<file path="config.mk">
export PLATFORM = sky130hd
export DESIGN_NAME = max_pool_row_splitter
export DESIGN_NICKNAME = d
export VERILOG_FILES = /design/src/rtl/max_pool_row_splitter.sv
export SDC_FILE = /design/constraint.sdc
export NUM_CORES = 1
export LEC_CHECK = 0
export ABC_AREA = 1
export CORE_MARGIN = 2
export CORE_UTILIZATION = 35
export DETAILED_ROUTE_END_ITERATION = 8
export SKIP_LAST_GASP = 1
export SLEW_MARGIN = 20
export SYNTH_ARGS = -nofsm -noshare
export SYNTH_HDL_FRONTEND = slang
export SYNTH_SLANG_ARGS = --single-unit
export TNS_END_PERCENT = 100
</file>
<file path="constraint.sdc">
create_clock -name clk -period 7.4 [get_ports clk]
set_input_delay 0.74 -clock clk [delete_from_list [all_inputs] [get_ports clk]]
set_output_delay 0.74 -clock clk [all_outputs]
set_load 0.05 [all_outputs]
</file>
<file path="src/rtl/max_pool_row_splitter.sv">
// Re-segments a dense N-items-per-beat feature stream into row-aligned beats.
// A 2N-item circular buffer decouples input packing from output row boundaries.
module max_pool_row_splitter #(
    parameter int feature_n_per_clk  = 4,
    parameter int feature_data_width = 8,
    parameter int simulation_delay   = 1
) (
    input  logic                                             clk,
    input  logic                                             rst_n,
    input  logic [15:0]                                      row_width,
    input  logic [feature_n_per_clk*feature_data_width-1:0]  s_axis_data,
    input  logic [feature_n_per_clk*feature_data_width/8-1:0] s_axis_keep,
    input  logic                                             s_axis_last,
    input  logic                                             s_axis_valid,
    output logic                                             s_axis_ready,
    output logic [feature_n_per_clk*feature_data_width-1:0]  m_axis_data,
    output logic [feature_n_per_clk*feature_data_width/8-1:0] m_axis_keep,
    output logic                                             m_axis_user,
    output logic                                             m_axis_last,
    output logic                                             m_axis_valid,
    input  logic                                             m_axis_ready
);

    localparam int N   = feature_n_per_clk;
    localparam int W   = feature_data_width;
    localparam int KPI = W / 8;
    localparam int D   = 2 * N;
    localparam int PW  = $clog2(D);
    localparam int CW  = $clog2(D) + 1;

    if ((W % 8 != 0) || (W <= 0) || (simulation_delay < 0) || (N & (N - 1)) != 0) begin : g_bad_cfg
        $error("max_pool_row_splitter: unsupported parameter set");
    end

    logic [W-1:0]  mem_q [D];
    logic [W-1:0]  mem_d [D];
    logic [PW-1:0] wptr_q, wptr_d, rptr_q, rptr_d;
    logic [CW-1:0] cnt_q, cnt_d;
    logic          eof_pend_q, eof_pend_d;
    // Zero means "reload from row_width on next use".
    logic [15:0]   row_rem_q, row_rem_d;

    logic [N-1:0]  in_mask;
    logic [CW-1:0] in_n, want, out_n;
    logic [15:0]   row_rem_eff, row_width_eff;
    logic          in_fire, out_fire;

    always_comb begin
        in_n = '0;
        for (int i = 0; i < N; i++) begin
            in_mask[i] = s_axis_keep[i*KPI];
            in_n       = in_n + CW'(in_mask[i]);
        end

        row_width_eff = (row_width == 16'd0) ? 16'd1 : row_width;
        row_rem_eff   = (row_rem_q == 16'd0) ? row_width_eff : row_rem_q;
        want          = (row_rem_eff >= 16'(N)) ? CW'(N) : CW'(row_rem_eff);
        out_n         = (eof_pend_q && (cnt_q < want)) ? cnt_q : want;

        s_axis_ready = (cnt_q <= CW'(N)) & ~eof_pend_q;
        m_axis_valid = (cnt_q >= want) | (eof_pend_q & (cnt_q != '0));
        m_axis_last  = m_axis_valid & eof_pend_q & (out_n == cnt_q);
        m_axis_user  = m_axis_valid & ((16'(out_n) == row_rem_eff) | m_axis_last);

        m_axis_data = '0;
        m_axis_keep = '0;
        for (int i = 0; i < N; i++) begin
            if (CW'(i) < out_n) begin
                m_axis_data[i*W +: W]     = mem_q[rptr_q + PW'(i)];
                m_axis_keep[i*KPI +: KPI] = '1;
            end
        end

        in_fire  = s_axis_valid & s_axis_ready;
        out_fire = m_axis_valid & m_axis_ready;
    end

    always_comb begin
        mem_d      = mem_q;
        wptr_d     = wptr_q;
        rptr_d     = rptr_q;
        cnt_d      = cnt_q;
        eof_pend_d = eof_pend_q;
        row_rem_d  = row_rem_q;

        // Keep is low-aligned, so item i lands at wptr+i.
        if (in_fire) begin
            for (int i = 0; i < N; i++) begin
                if (in_mask[i]) mem_d[wptr_q + PW'(i)] = s_axis_data[i*W +: W];
            end
            wptr_d = wptr_q + PW'(in_n);
            cnt_d  = cnt_d + in_n;
            if (s_axis_last) eof_pend_d = 1'b1;
        end

        if (out_fire) begin
            rptr_d    = rptr_q + PW'(out_n);
            cnt_d     = cnt_d - out_n;
            row_rem_d = m_axis_last ? 16'd0 : (row_rem_eff - 16'(out_n));
            if (m_axis_last) eof_pend_d = 1'b0;
        end

        // Map ended on an empty beat with nothing buffered: close it silently.
        if (eof_pend_q && (cnt_q == '0)) begin
            eof_pend_d = 1'b0;
            row_rem_d  = 16'd0;
        end
    end

    always_ff @(posedge clk or negedge rst_n) begin
        if (!rst_n) begin
            wptr_q     <= '0;
            rptr_q     <= '0;
            cnt_q      <= '0;
            eof_pend_q <= 1'b0;
            row_rem_q  <= 16'd0;
        end else begin
            wptr_q     <= wptr_d;
            rptr_q     <= rptr_d;
            cnt_q      <= cnt_d;
            eof_pend_q <= eof_pend_d;
            row_rem_q  <= row_rem_d;
        end
    end

    always_ff @(posedge clk) begin
        mem_q <= mem_d;
    end

endmodule

</file>
==> reports/qor.txt, run 1 <==
========================================================================================
Count of yosys warnings during synthesis                                               0
Origin of the worst min-delay path                                          row_rem_q[6]
CTS buffer count                                                                       9
Max-slew violation total from the final report                                         0
Flop2flop setup slack                                                            2.71 ns
Slew of the pin with the lowest slew margin                                      1.00 ns
Final count of hold timing violations                                                  0
Async S/R FF share, synth                                                          29.7%
Post-route cell area                                                         10,500 um^2
Max Clock Freq                                                                   163 MHz
Area used by sequential logic in the layout                                    2600 um^2
Ys flop type                                                                    edfxtp_1
Synthesized netlist cell count                                                     1,356
Syn_nets                                                                           1,437
Depth of the worst register-to-register path                                          20
Fraction of layout cells with a size suffix above 1                                6.43%
Category of the worst setup path capture point                                output pin
Commonest cells after routing, fill and taps aside                          nand2_1, o21ai_0, inv_1
CTS tree                                                                           built
Number of remaining DRC errors                                                         0
Slew HR                                                                            32.6%
Count of nets after finishing                                                      1,491
Wirelength per Cell                                                              19.7 um
Setup repair after global routing missed its margin                                false
Setup bufs post-CTS                                                                    0
Final routed wirelength across all metal layers                                  34.3 mm
Total global routing track utilization                                             25.2%
Path category of the worst min-delay check                                       reg2reg
Post-detailed-placement half-perimeter wirelength                                25.3 mm
Max Root-Sink Buffers                                                                  2
Via count of the first global-routing pass                                         8,701
Clock latency on the worst-skew pair                                             0.36 ns
Share of the yosys chip area belonging to registers                                28.7%
First-pass GRT wire length                                                       51.1 mm
EDFF count, synth                                                                     64
Area growth syn-to-layout                                                          15.9%
Yosys cell types                                                                      47
Portion of the clock cycle consumed by the worst path in the final layout          82.8%
Count of buffers from port buffering                                                  96
Max-cap check violation count                                                          0
# H-tree levels                                                                        3
Remaining global-route overflow                                                        0
Start of the worst register-to-register path                                row_rem_q[7]
Antenna Diode Count                                                                    0
Setup Total Neg Slack                                                               0 ns
Capturing point of the worst reg2reg path                                   row_rem_q[11]
Die boundary width                                                                165 um
Root Buffer                                                                    clkbuf_16
Total of cells resized after clock tree synthesis                                      0
Worst-path maximum fanout                                                             13
Number of detailed-route iterations in the first pass                                  6
Setup violation total in the final timing report                                       0
Slowest cell on the critical path                                           clkdlybuf4s50_1
Post-CTS Hold Buffers                                                                  0
Required @ worst endpoint                                                        6.66 ns
Y dimension of the die                                                            165 um
Core area                                                                    25,300 um^2
Crit path time final                                                             6.13 ns
Weighted congestion at the end of routability-driven global placement              0.937
Data arrival time at the worst-slack endpoint                                    5.39 ns
Count of standard-cell rows                                                           58
Synthesized area per cell                                                      6.67 um^2
Largest stage delay on the critical path                                         0.86 ns
Instance count along the most critical hold path                                       2
Final setup skew                                                               0.0120 ns
Total cell area at the placement stage                                       10,200 um^2
Via Count                                                                          9,789
End of the worst hold path                                                  row_rem_q[6]
Initial Utilization                                                                35.8%
Ports                                                                                 97
Filler cell count in the final layout                                              2,658
Largest net degree at the start of global routing                                    124
Antenna violations before repair                                                       0
Number of register bits inferred by synthesis                                         91
Via count normalized by instance count                                              5.61
Kind of start point of the critical path                                            flop
Clock tree sinks                                                                      91
Multi-input gate area in the final layout                                      5580 um^2
Most common cell on crit path                                                    nand2_1
Critical path, cell by cell                                                 nor2_1 -> nand2_1 -> nor2_2 -> nand2_1 -> o21ai_0 -> inv_1 -> nor2_1 -> inv_1 -> ha_1 -> inv_1 -> o21bai_1 -> nand4_4 -> nand4_1 -> nand2_1 -> nand2_1 -> inv_2 -> nand2_1 -> inv_2 -> a21oi_1 -> clkdlybuf4s50_1
Post-synthesis cell area                                                       9050 um^2
First DRT Iteration DRCs                                                           1,089
Final ANT Viol Nets                                                                    0
Clock transition at the registers of the reported paths                          0.07 ns
Die area                                                                     27,200 um^2
Most common cell after layout, fill and taps aside                               nand2_1
Status                                                                      finished clean
Classification of the worst setup path                                           reg2out
========================================================================================
-- cells in the mapped netlist (3+ instances only) --
master      n  area share, %
inv_2       7           0.29
nand3_1    58            3.2
ha_1       20            2.8
clkbuf_1   48            2.0
nand4_1    13           0.90
dfrtp_1    27            7.5
nor3_1     20            1.1
nor2_4      8            1.0
edfxtp_1   64             21
o21ai_0   180             10
a211oi_1    5           0.41
nor2_1    110            4.6
nand2_1   321             13
inv_1     162            6.7
fa_1        4           0.88
nor2_2      5           0.35
mux2i_1     5           0.55
o211ai_1   50            4.1
xnor2_1     5           0.48
nor4_1      5           0.35
xor2_1      6           0.58
a21oi_1    68            3.8
buf_6       3           0.37
nand2_4     9            1.1
o22ai_1    95            6.6
nand3_2    20            2.2
nand2_2    12           0.83
-- area by class of cell --
class                      count  area share [%]
tap                          330            3.94
clock inverter                 3           0.143
sequential                    91            24.8
clock buffer                  13            2.48
multi-input combinational   1040            53.2
timing repair buffer          98            9.31
inverter                     170            6.08
-- worst max-delay path, delay by kind of cell, from the launching register on --
family	cells	cell delay, ns
adder cells (fa/ha/maj)	1	0.30
AO/OA/AOI/OAI	3	0.89
flip-flops	1	0.40
AND/OR/NAND/NOR	10	2.07
buffers and inverters	6	1.37
-- worst max-delay path by stage --
stage            startpoint               to  slack [ns]  cells past startpoint
2_1_floorplan  row_width[4]      m_axis_user        1.70                     17
3_3_place_gp   row_width[4]  m_axis_data[13]        1.61                     21
3_5_place_dp   row_width[4]  m_axis_data[13]        1.66                     21
4_1_cts        row_rem_q[8]  m_axis_data[13]        1.31                     20
5_1_grt        row_rem_q[8]      m_axis_user        0.85                     21
6_report       row_rem_q[7]  m_axis_data[13]        1.27                     20
-- logic make-up after synthesis --
| logic type | count (synthesis) | share of synthesized area [%] |
|---|---|---|
| AND/OR/NAND/NOR | 589 | 30.4 |
| AO/OA/AOI/OAI | 410 | 26.0 |
| multiplexers | 5 | 0.553 |
| XOR/XNOR | 11 | 1.06 |
| flip-flops | 91 | 28.7 |
| adder cells (fa/ha/maj) | 24 | 3.65 |
| other | 1 | 0.0414 |
| buffers and inverters | 225 | 9.61 |
-- flip-flops by register name, indices dropped and copies added, names as in the netlist --
name        cells
mem_q          64
row_rem_q      16
cnt_q           4
rptr_q          3
wptr_q          3
eof_pend_q      1
-- metal layers --
metal | GRT usage (%) | routed length [um] | up-vias
li1 | - | - | 4777
met4 | 8.26 | 915 | 0
met2 | 36.8 | 14100 | 503
met3 | 5.27 | 3700 | 49
met1 | 36.9 | 15500 | 4460
met5 | 0 | 0 | -
-- per-stage QoR --
| step | hold WS (ns) | utilization, % | setup WS (ns) | std cells |
|---|---|---|---|---|
| 3_3_place_gp | 0.487 | 40.4 | 1.61 | 1729 |
| 6_report | 0.509 | 41.5 | 1.27 | 1745 |
| 3_5_place_dp | 0.493 | 40.4 | 1.66 | 1729 |
| 5_1_grt | 0.538 | 41.5 | 0.848 | 1745 |
| 4_1_cts | 0.510 | 41.5 | 1.31 | 1745 |
| 2_1_floorplan | 0.444 | - | 1.70 | 1356 |
Power of run 1 is left out: the tool's default activity adds up to more than one toggle a clock period on the data nets, which glitch-free logic cannot reach.
==> run 2: changes to the inputs <==
clock period = 5.95 ns   (was 7.4 ns; I/O delays follow)
==> run 2 against run 1 <==
  * Flip-flop and latch count unchanged
  * Clock skew increased by 0.0054 ns
  * First-iteration DRC count increased by 13%
  * Worst hold slack got worse by 0.0080 ns
  * Critical endpoint is now m_axis_user
  * Critical path type unchanged
  * Wire length increased by 0.39%
  * Critical path depth increased by 5
  * Die area unchanged
  * Largest cell class unchanged
  * Via count increased by 1.5%
==> reports/qor.txt, run 2 (synthesized netlist as in run 1, its figures left out) <==
========================================================================================
Antenna violations before repair                                                       0
Number of remaining DRC errors                                                         0
Setup Total Neg Slack                                                               0 ns
Portion of the clock cycle consumed by the worst path in the final layout          92.3%
Count of nets after finishing                                                      1,496
Post-CTS Hold Buffers                                                                  0
Via count of the first global-routing pass                                         8,499
Antenna Diode Count                                                                    0
Kind of start point of the critical path                                            flop
Path category of the worst min-delay check                                       reg2reg
Clock tree sinks                                                                      91
Final ANT Viol Nets                                                                    0
Die area                                                                     27,200 um^2
Max-slew violation total from the final report                                         0
Number of detailed-route iterations in the first pass                                  5
Data arrival time at the worst-slack endpoint                                    4.90 ns
Count of buffers from port buffering                                                  96
Core area                                                                    25,300 um^2
# H-tree levels                                                                        3
Via count normalized by instance count                                              5.68
Largest regs                                                                mem_q x64, row_rem_q x16, cnt_q x4
Instance count along the most critical hold path                                       2
Count of standard-cell rows                                                           58
Slew HR                                                                            31.9%
Max-cap check violation count                                                          0
Die boundary width                                                                165 um
Commonest cells after routing, fill and taps aside                          nand2_1, o21ai_0, inv_1
Total global routing track utilization                                             25.2%
Category of the worst setup path capture point                                output pin
First DRT Iteration DRCs                                                           1,233
Wirelength per Cell                                                              19.7 um
Final count of hold timing violations                                                  0
Final setup skew                                                               0.0173 ns
Clock latency on the worst-skew pair                                             0.36 ns
Classification of the worst setup path                                           reg2out
Initial Utilization                                                                35.8%
CTS buffer count                                                                       9
Y dimension of the die                                                            165 um
Required @ worst endpoint                                                        5.36 ns
Worst-path maximum fanout                                                             13
Largest net degree at the start of global routing                                    123
Most common cell after layout, fill and taps aside                               nand2_1
Root Buffer                                                                    clkbuf_16
First-pass GRT wire length                                                       51.3 mm
CTS tree                                                                           built
Max Clock Freq                                                                   182 MHz
Post-detailed-placement half-perimeter wirelength                                25.5 mm
Via Count                                                                          9,932
Fraction of layout cells with a size suffix above 1                                6.83%
Status                                                                      finished clean
Setup repair after global routing missed its margin                                false
Setup violation total in the final timing report                                       0
Slew of the pin with the lowest slew margin                                      1.02 ns
Weighted congestion at the end of routability-driven global placement              0.959
Crit path time final                                                             5.49 ns
Ports                                                                                 97
Area growth syn-to-layout                                                          16.7%
Remaining global-route overflow                                                        0
Depth of the worst register-to-register path                                          24
Max Root-Sink Buffers                                                                  2
Most flops, register                                                               mem_q
Clock transition at the registers of the reported paths                          0.07 ns
Flip-flop count of the largest register after layout                                  64
Final routed wirelength across all metal layers                                  34.4 mm
========================================================================================
## run 2: changes by cell type in the layout (fill, tap and decap cells not counted), sizes merged
cell,before,now
buf,2,7
bufinv,0,2
clkinvlp,0,1
clkbuf,13,10
## run 2: layer usage
metal  GRT usage (%)  routed length, um  up-vias
li1                -                  -     4786
met1            37.3              15400     4543
met2            36.8              14300      563
met3            5.88               4120       40
met4            5.89                637        0
met5               0                  0        -
## run 2: final timing paths
path | startpoint | end | slack [ns]
hold reg to reg | row_rem_q[11] | row_rem_q[11] | 0.50
setup reg to reg | row_rem_q[7] | row_rem_q[11] | 1.69
hold / removal | row_rem_q[11] | row_rem_q[11] | 0.50
max in group asynchronous | rst_n | rptr_q[0] | 5.01
min in group asynchronous | rst_n | wptr_q[0] | 0.63
setup / recovery | row_rem_q[7] | m_axis_user | 0.46
## run 2: area by class of cell
cell class	count	area, um^2
fillers	2674	14700
multi-input cells	1040	5580
flip-flops and latches	91	2600
repair buffers	103	1010
inverters	170	638
well taps	330	413
clock buffers	10	229
clock inverters	6	80.1
## run 2: worst max-delay path: stages (launching register included)
cell,delay [ns]
dfrtp_1,0.40
nor2_1,0.06
nand2_1,0.07
nor2_2,0.04
buf_4,0.19
nand2_1,0.16
inv_2,0.04
a21oi_1,0.19
nand2_1,0.13
nor2_4,0.18
nand2_4,0.09
nor2_1,0.21
inv_1,0.07
ha_1,0.30
inv_1,0.06
o21bai_1,0.09
nand4_4,0.15
nand3_4,0.15
nor2_1,0.13
inv_1,0.08
ha_1,0.31
inv_1,0.07
nor2_1,0.20
nand4_1,0.13
a21boi_0,0.20
clkdlybuf4s50_1,0.82
## run 2: what timing repair did
item	in CTS	in global routing
gates resized for setup	0	1
setup buffers	0	0
endpoints found under the hold margin	0	0
setup endpoints to repair	0	1
## run 2: stage by stage
step / utilization (%) / setup WS (ns) / cell area [um^2] / instances / hold slack (ns)
after CTS: 41.8 / 0.407 / 10600 / 1750 / 0.507
final: 41.8 / 0.460 / 10600 / 1750 / 0.501
after detailed placement: 40.6 / 0.586 / 10200 / 1734 / 0.490
after global routing: 41.8 / 0.0110 / 10600 / 1750 / 0.541
after floorplan: - / 0.535 / 9050 / 1356 / 0.299
after global placement: 40.6 / 0.627 / 10200 / 1734 / 0.487
Power of run 2 is left out for the same reason.
==> run 3: changes to the inputs <==
CAP_MARGIN = 25   (was unset)
TNS_END_PERCENT = 20   (was 100)
==> run 3 against run 2 <==
  * Critical path depth did not move
  * Via count fell by 0.73%
  * Fmax barely moved
==> reports/qor.txt, run 3 (synthesized netlist as in run 1, its figures left out) <==
========================================================================================
Most flops, register                                                               mem_q
# H-tree levels                                                                        3
Clock latency on the worst-skew pair                                             0.36 ns
Most common cell after layout, fill and taps aside                               nand2_1
Category of the worst setup path capture point                                output pin
Core area                                                                    25,300 um^2
Y dimension of the die                                                            165 um
Largest net degree at the start of global routing                                    123
Data arrival time at the worst-slack endpoint                                    4.90 ns
Die area                                                                     27,200 um^2
Antenna violations before repair                                                       0
Max Root-Sink Buffers                                                                  2
Final ANT Viol Nets                                                                    0
Required @ worst endpoint                                                        5.36 ns
Die boundary width                                                                165 um
Setup repair after global routing missed its margin                                false
Crit path time final                                                             5.49 ns
Via Count                                                                          9,859
Area growth syn-to-layout                                                          16.7%
Portion of the clock cycle consumed by the worst path in the final layout          92.3%
Setup violation total in the final timing report                                       0
Ports                                                                                 97
Final setup skew                                                               0.0167 ns
First DRT Iteration DRCs                                                           1,147
First-pass GRT wire length                                                       51.3 mm
Antenna Diode Count                                                                    0
Setup Total Neg Slack                                                               0 ns
Count of nets after finishing                                                      1,497
Max-cap check violation count                                                          0
Area used by sequential logic in the layout                                    2600 um^2
Path category of the worst min-delay check                                       reg2reg
Slew of the pin with the lowest slew margin                                     0.937 ns
Count of buffers from port buffering                                                  96
Number of remaining DRC errors                                                         0
Weighted congestion at the end of routability-driven global placement              0.959
Number of detailed-route iterations in the first pass                                  5
Setup bufs post-CTS                                                                    0
Final count of hold timing violations                                                  0
Total global routing track utilization                                             25.2%
Max Clock Freq                                                                   182 MHz
Max-slew violation total from the final report                                         0
Kind of start point of the critical path                                            flop
Final routed wirelength across all metal layers                                  34.4 mm
Via count normalized by instance count                                              5.63
Fraction of layout cells with a size suffix above 1                                6.90%
Remaining global-route overflow                                                        0
Flip-flop count of the largest register after layout                                  64
Count of standard-cell rows                                                           58
Clock tree sinks                                                                      91
CTS buffer count                                                                       9
CTS tree                                                                           built
Clock transition at the registers of the reported paths                          0.07 ns
Filler cell count in the final layout                                              2,672
Classification of the worst setup path                                           reg2out
Initial Utilization                                                                35.8%
Slew HR                                                                            37.5%
Status                                                                      finished clean
Commonest cells after routing, fill and taps aside                          nand2_1, o21ai_0, inv_1
Via count of the first global-routing pass                                         8,499
Largest regs                                                                mem_q x64, row_rem_q x16, cnt_q x4
Post-detailed-placement half-perimeter wirelength                                25.5 mm
Wirelength per Cell                                                              19.6 um
Worst-path maximum fanout                                                             13
Root Buffer                                                                    clkbuf_16
Multi-input gate area in the final layout                                      5580 um^2
========================================================================================
-- run 3: changes by cell type in the layout (fill, tap and decap cells not counted), sizes merged --
cell	previous run	this run
buf	7	8
-- run 3: path summary, 6_finish.rpt --
kind	start	to	slack (ns)	cells after the start
worst max-delay path	row_rem_q[7]	m_axis_user	0.46	25
worst min-delay path	row_rem_q[11]	row_rem_q[11]	0.50	2
worst max register to register	row_rem_q[7]	row_rem_q[11]	1.67	24
worst min register to register	row_rem_q[11]	row_rem_q[11]	0.50	2
max in group asynchronous	rst_n	rptr_q[0]	5.01	2
min in group asynchronous	rst_n	wptr_q[0]	0.63	2
-- run 3: final cells by class --
type / instances / area share [%]
multi-input combinational: 1040 / 52.8
sequential: 91 / 24.6
timing repair buffer: 104 / 9.66
inverter: 170 / 6.04
tap: 330 / 3.91
clock buffer: 10 / 2.17
clock inverter: 6 / 0.758
-- run 3: timing repair --
item                       CTS  global route
setup endpoints to repair    0             1
hold buffers                 0             0
hold endpoints to repair     0             0
resized for setup            0             1
-- run 3: worst max-delay path, stage by stage, from the launching register on --
cell and delay [ns]:
dfrtp_1 0.40, nor2_1 0.06, nand2_1 0.07, nor2_2 0.04
buf_4 0.18, nand2_1 0.16, inv_2 0.04, a21oi_1 0.19
nand2_1 0.14, nor2_4 0.18, nand2_4 0.08, nor2_1 0.21
inv_1 0.07, ha_1 0.30, inv_1 0.06, o21bai_1 0.09
nand4_4 0.15, nand3_4 0.15, nor2_1 0.13, inv_1 0.08
ha_1 0.31, inv_1 0.07, nor2_1 0.20, nand4_1 0.13
a21boi_0 0.20, clkdlybuf4s50_1 0.82
-- run 3: metrics by stage --
stage,hold slack (ns),util (%),std cells,cell area (um^2),setup slack [ns]
2_1_floorplan,0.299,-,1356,9050,0.535
3_3_place_gp,0.487,40.6,1734,10200,0.627
3_5_place_dp,0.490,40.6,1734,10200,0.586
4_1_cts,0.507,41.8,1750,10600,0.407
5_1_grt,0.541,41.8,1751,10600,0.0110
6_report,0.501,41.8,1751,10600,0.458
-- run 3: routing by layer --
layer	GRT usage (%)	wire length, um	vias up
met5	0	0	-
met4	5.89	529	0
met3	5.88	4100	29
met2	36.8	14500	500
met1	37.3	15300	4538
li1	-	-	4792
Power of run 3 is left out for the same reason.
==> variant (settings of run 1) <==
Reset style: synchronous (`rst_n`), changed in one clocked block.
--- a/src/rtl/max_pool_row_splitter.sv
+++ b/src/rtl/max_pool_row_splitter.sv
@@ -107,7 +107,7 @@
         end
     end
 
-    always_ff @(posedge clk or negedge rst_n) begin
+    always_ff @(posedge clk) begin
         if (!rst_n) begin
             wptr_q     <= '0;
             rptr_q     <= '0;
Check against the original RTL: not equivalent (Yosys sat finds a counterexample within 4 cycles, from zero or initial values and one cycle with rst_n low; the reset may be asserted at any time).
==> variant against run 1 <==
- worst setup slack better by 0.36 ns
- worst hold slack worse by 0.027 ns
- first-iteration DRC count increased by 29%
- synthesized area shrank 2.3%
- routed wire length grew 1.5%
- sequential cell count did not move
- register-to-register slack improved by 0.12 ns
- fmax grew 6.2%
- cell area is 1.5% lower
- largest cell class unchanged
Power is left out: the tool's default activity adds up to more than one toggle a clock period on the data nets, which glitch-free logic cannot reach.
==> variant: results (changes against run 1) <==
[synthesis]
synth_compound_gate_area_share_pct=26.5  ; +0.54 points
netlist_instances=1397  ; +3.0%
yosys.area_share.adder_pct=3.73  ; +0.084 points
most_used_flip_flop_cell_after_synthesis=edfxtp_1
synth_async_sr_flop_share_pct=0  ; -30 points
yosys_warnings=0  ; unchanged
synth.mux.area_fraction_pct=1.02  ; +0.47 points
synth.yosys.seq_area_share_pct=27.8  ; -0.87 points
postSynthNetCount=1478  ; +2.9%
synth_area_leaders=edfxtp_1 (22%), nand2_1 (14%), o21ai_0 (11%), inv_1 (6.3%), o22ai_1 (6.2%)
yosysUniqueCellTypes=48  ; +2.1%
synth-edff-count=64  ; unchanged
synth_common_cells=nand2_1 (333), o21ai_0 (190), inv_1 (149)
synthXorXnorAreaFrac_pct=0.792  ; -0.27 points

[route]
dr_total_vias=9916  ; +1.3%
dr.first_iter.drc_count=1410  ; +29%
routed_wirelength_um=34800  ; +1.5%
vias_per_cell=5.56  ; -0.86%
first_pass_drt_iterations=7  ; +1

[cts]
total_clock_buffers_created_by_cts=9  ; unchanged
path_clk_slew_ns=0.06
htree_num_levels=3  ; unchanged
post_cts_resized=0  ; unchanged
max-clock-path-buffers=2  ; unchanged
insertion_delay_ns=0.36  ; about the same
post-cts-setup-buffers=0  ; unchanged
clock_tree.root_cell=clkbuf_16

[final_layout]
insertedDiodeCount=0  ; unchanged
layout_top_registers=mem_q: 64 flops, row_rem_q: 16 flops, cnt_q: 4 flops
drive_gt1_share_pct=4.89  ; -1.5 points
n_fill_cell=2683  ; +0.94%
final_nets=1529  ; +2.5%

[critical_path]
critPathMaxFanout=13  ; unchanged
cp_data_arrival_time_ns=5.03  ; -0.36 ns
critical_path.top_delay_family=simple AND/OR/NAND/NOR gates
largest_incremental_delay_on_the_critical_path_ns=0.82  ; -0.04 ns
cell_with_the_biggest_individual_delay_on_the_critical_path=clkdlybuf4s50_1

[timing]
worst_slew_slack_as_a_fraction_of_its_limit_pct=30.2  ; -2.4 points
worst_clock_skew_ns=0.00875  ; -0.00320 ns

[grt]
grt_first_pass_wirelength_um=52800  ; +3.3%
grt_start_max_net_pins=119  ; -4.0%
grt_usage_pct=26.2  ; +0.99 points
antenna_found_initial=0  ; unchanged
vias_in_the_first_global_route=8867  ; +1.9%

[min_path]
min-delay-path-class=reg -> reg

[place]
placement.setup.worst_slack_ns=1.75  ; +0.0820 ns
gp_congestion=0.920  ; -1.8%
total_placed_instance_area_um2=10000  ; -2.0%
post-place-cells=1767  ; +2.2%
place.port_buffers=96  ; unchanged
dp_hpwl_um=26000  ; +2.7%

[outcome]
run_status=complete, no violations

[die]
dieWidth_um=163  ; -1.1%

[variant: cell types whose count changed in the layout (fill, tap and decap cells not counted), moves of 7 or more]
cell	run 1	this run
o211ai_1	50	23
nand2_1	321	333
nor2_1	110	132
nand3_1	58	92
inv_1	161	148
dfrtp_1	26	0
o21ai_0	180	189
dfxtp_1	0	26
a21oi_1	68	88
a21boi_0	1	8
o22ai_1	95	87
nand3_2	20	4
[variant: logic make-up (layout without fill, tap and decap cells)]
| kind of cell | Yosys count | in the layout |
|---|---|---|
| AND/OR/NAND/NOR | 626 | 626 |
| multiplexers | 9 | 9 |
| flip-flops | 91 | 91 |
| adder cells (fa/ha/maj) | 24 | 24 |
| AO/OA/AOI/OAI | 418 | 418 |
| other | 1 | 1 |
| XOR/XNOR | 8 | 8 |
| buffers and inverters | 220 | 276 |
[variant: path summary, 6_finish.rpt]
path | from | depth (start not counted) | to | slack, ns
max | row_rem_q[6] | 21 | m_axis_user | 1.63
min | row_rem_q[10] | 2 | row_rem_q[10] | 0.48
max reg2reg | row_rem_q[6] | 19 | row_rem_q[6] | 2.83
min reg2reg | row_rem_q[10] | 2 | row_rem_q[10] | 0.48
[variant: cell type report]
cell class	count	area, um2	area share [%]
inverter	159	599	5.80
tap	330	413	4.00
sequential	91	2470	23.9
timing repair buffer	101	998	9.67
multi-input combinational	1086	5530	53.6
clock inverter	6	88.8	0.860
clock buffer	10	229	2.22
[variant: per-layer routing]
| metal | vias to the layer above | track usage (%) | wire [um] |
|---|---|---|---|
| met4 | 0 | 7.76 | 942 |
| met1 | 4449 | 37.2 | 15500 |
| met5 | - | 0 | 0 |
| li1 | 4885 | - | - |
| met2 | 520 | 37.6 | 14200 |
| met3 | 62 | 8.63 | 4170 |
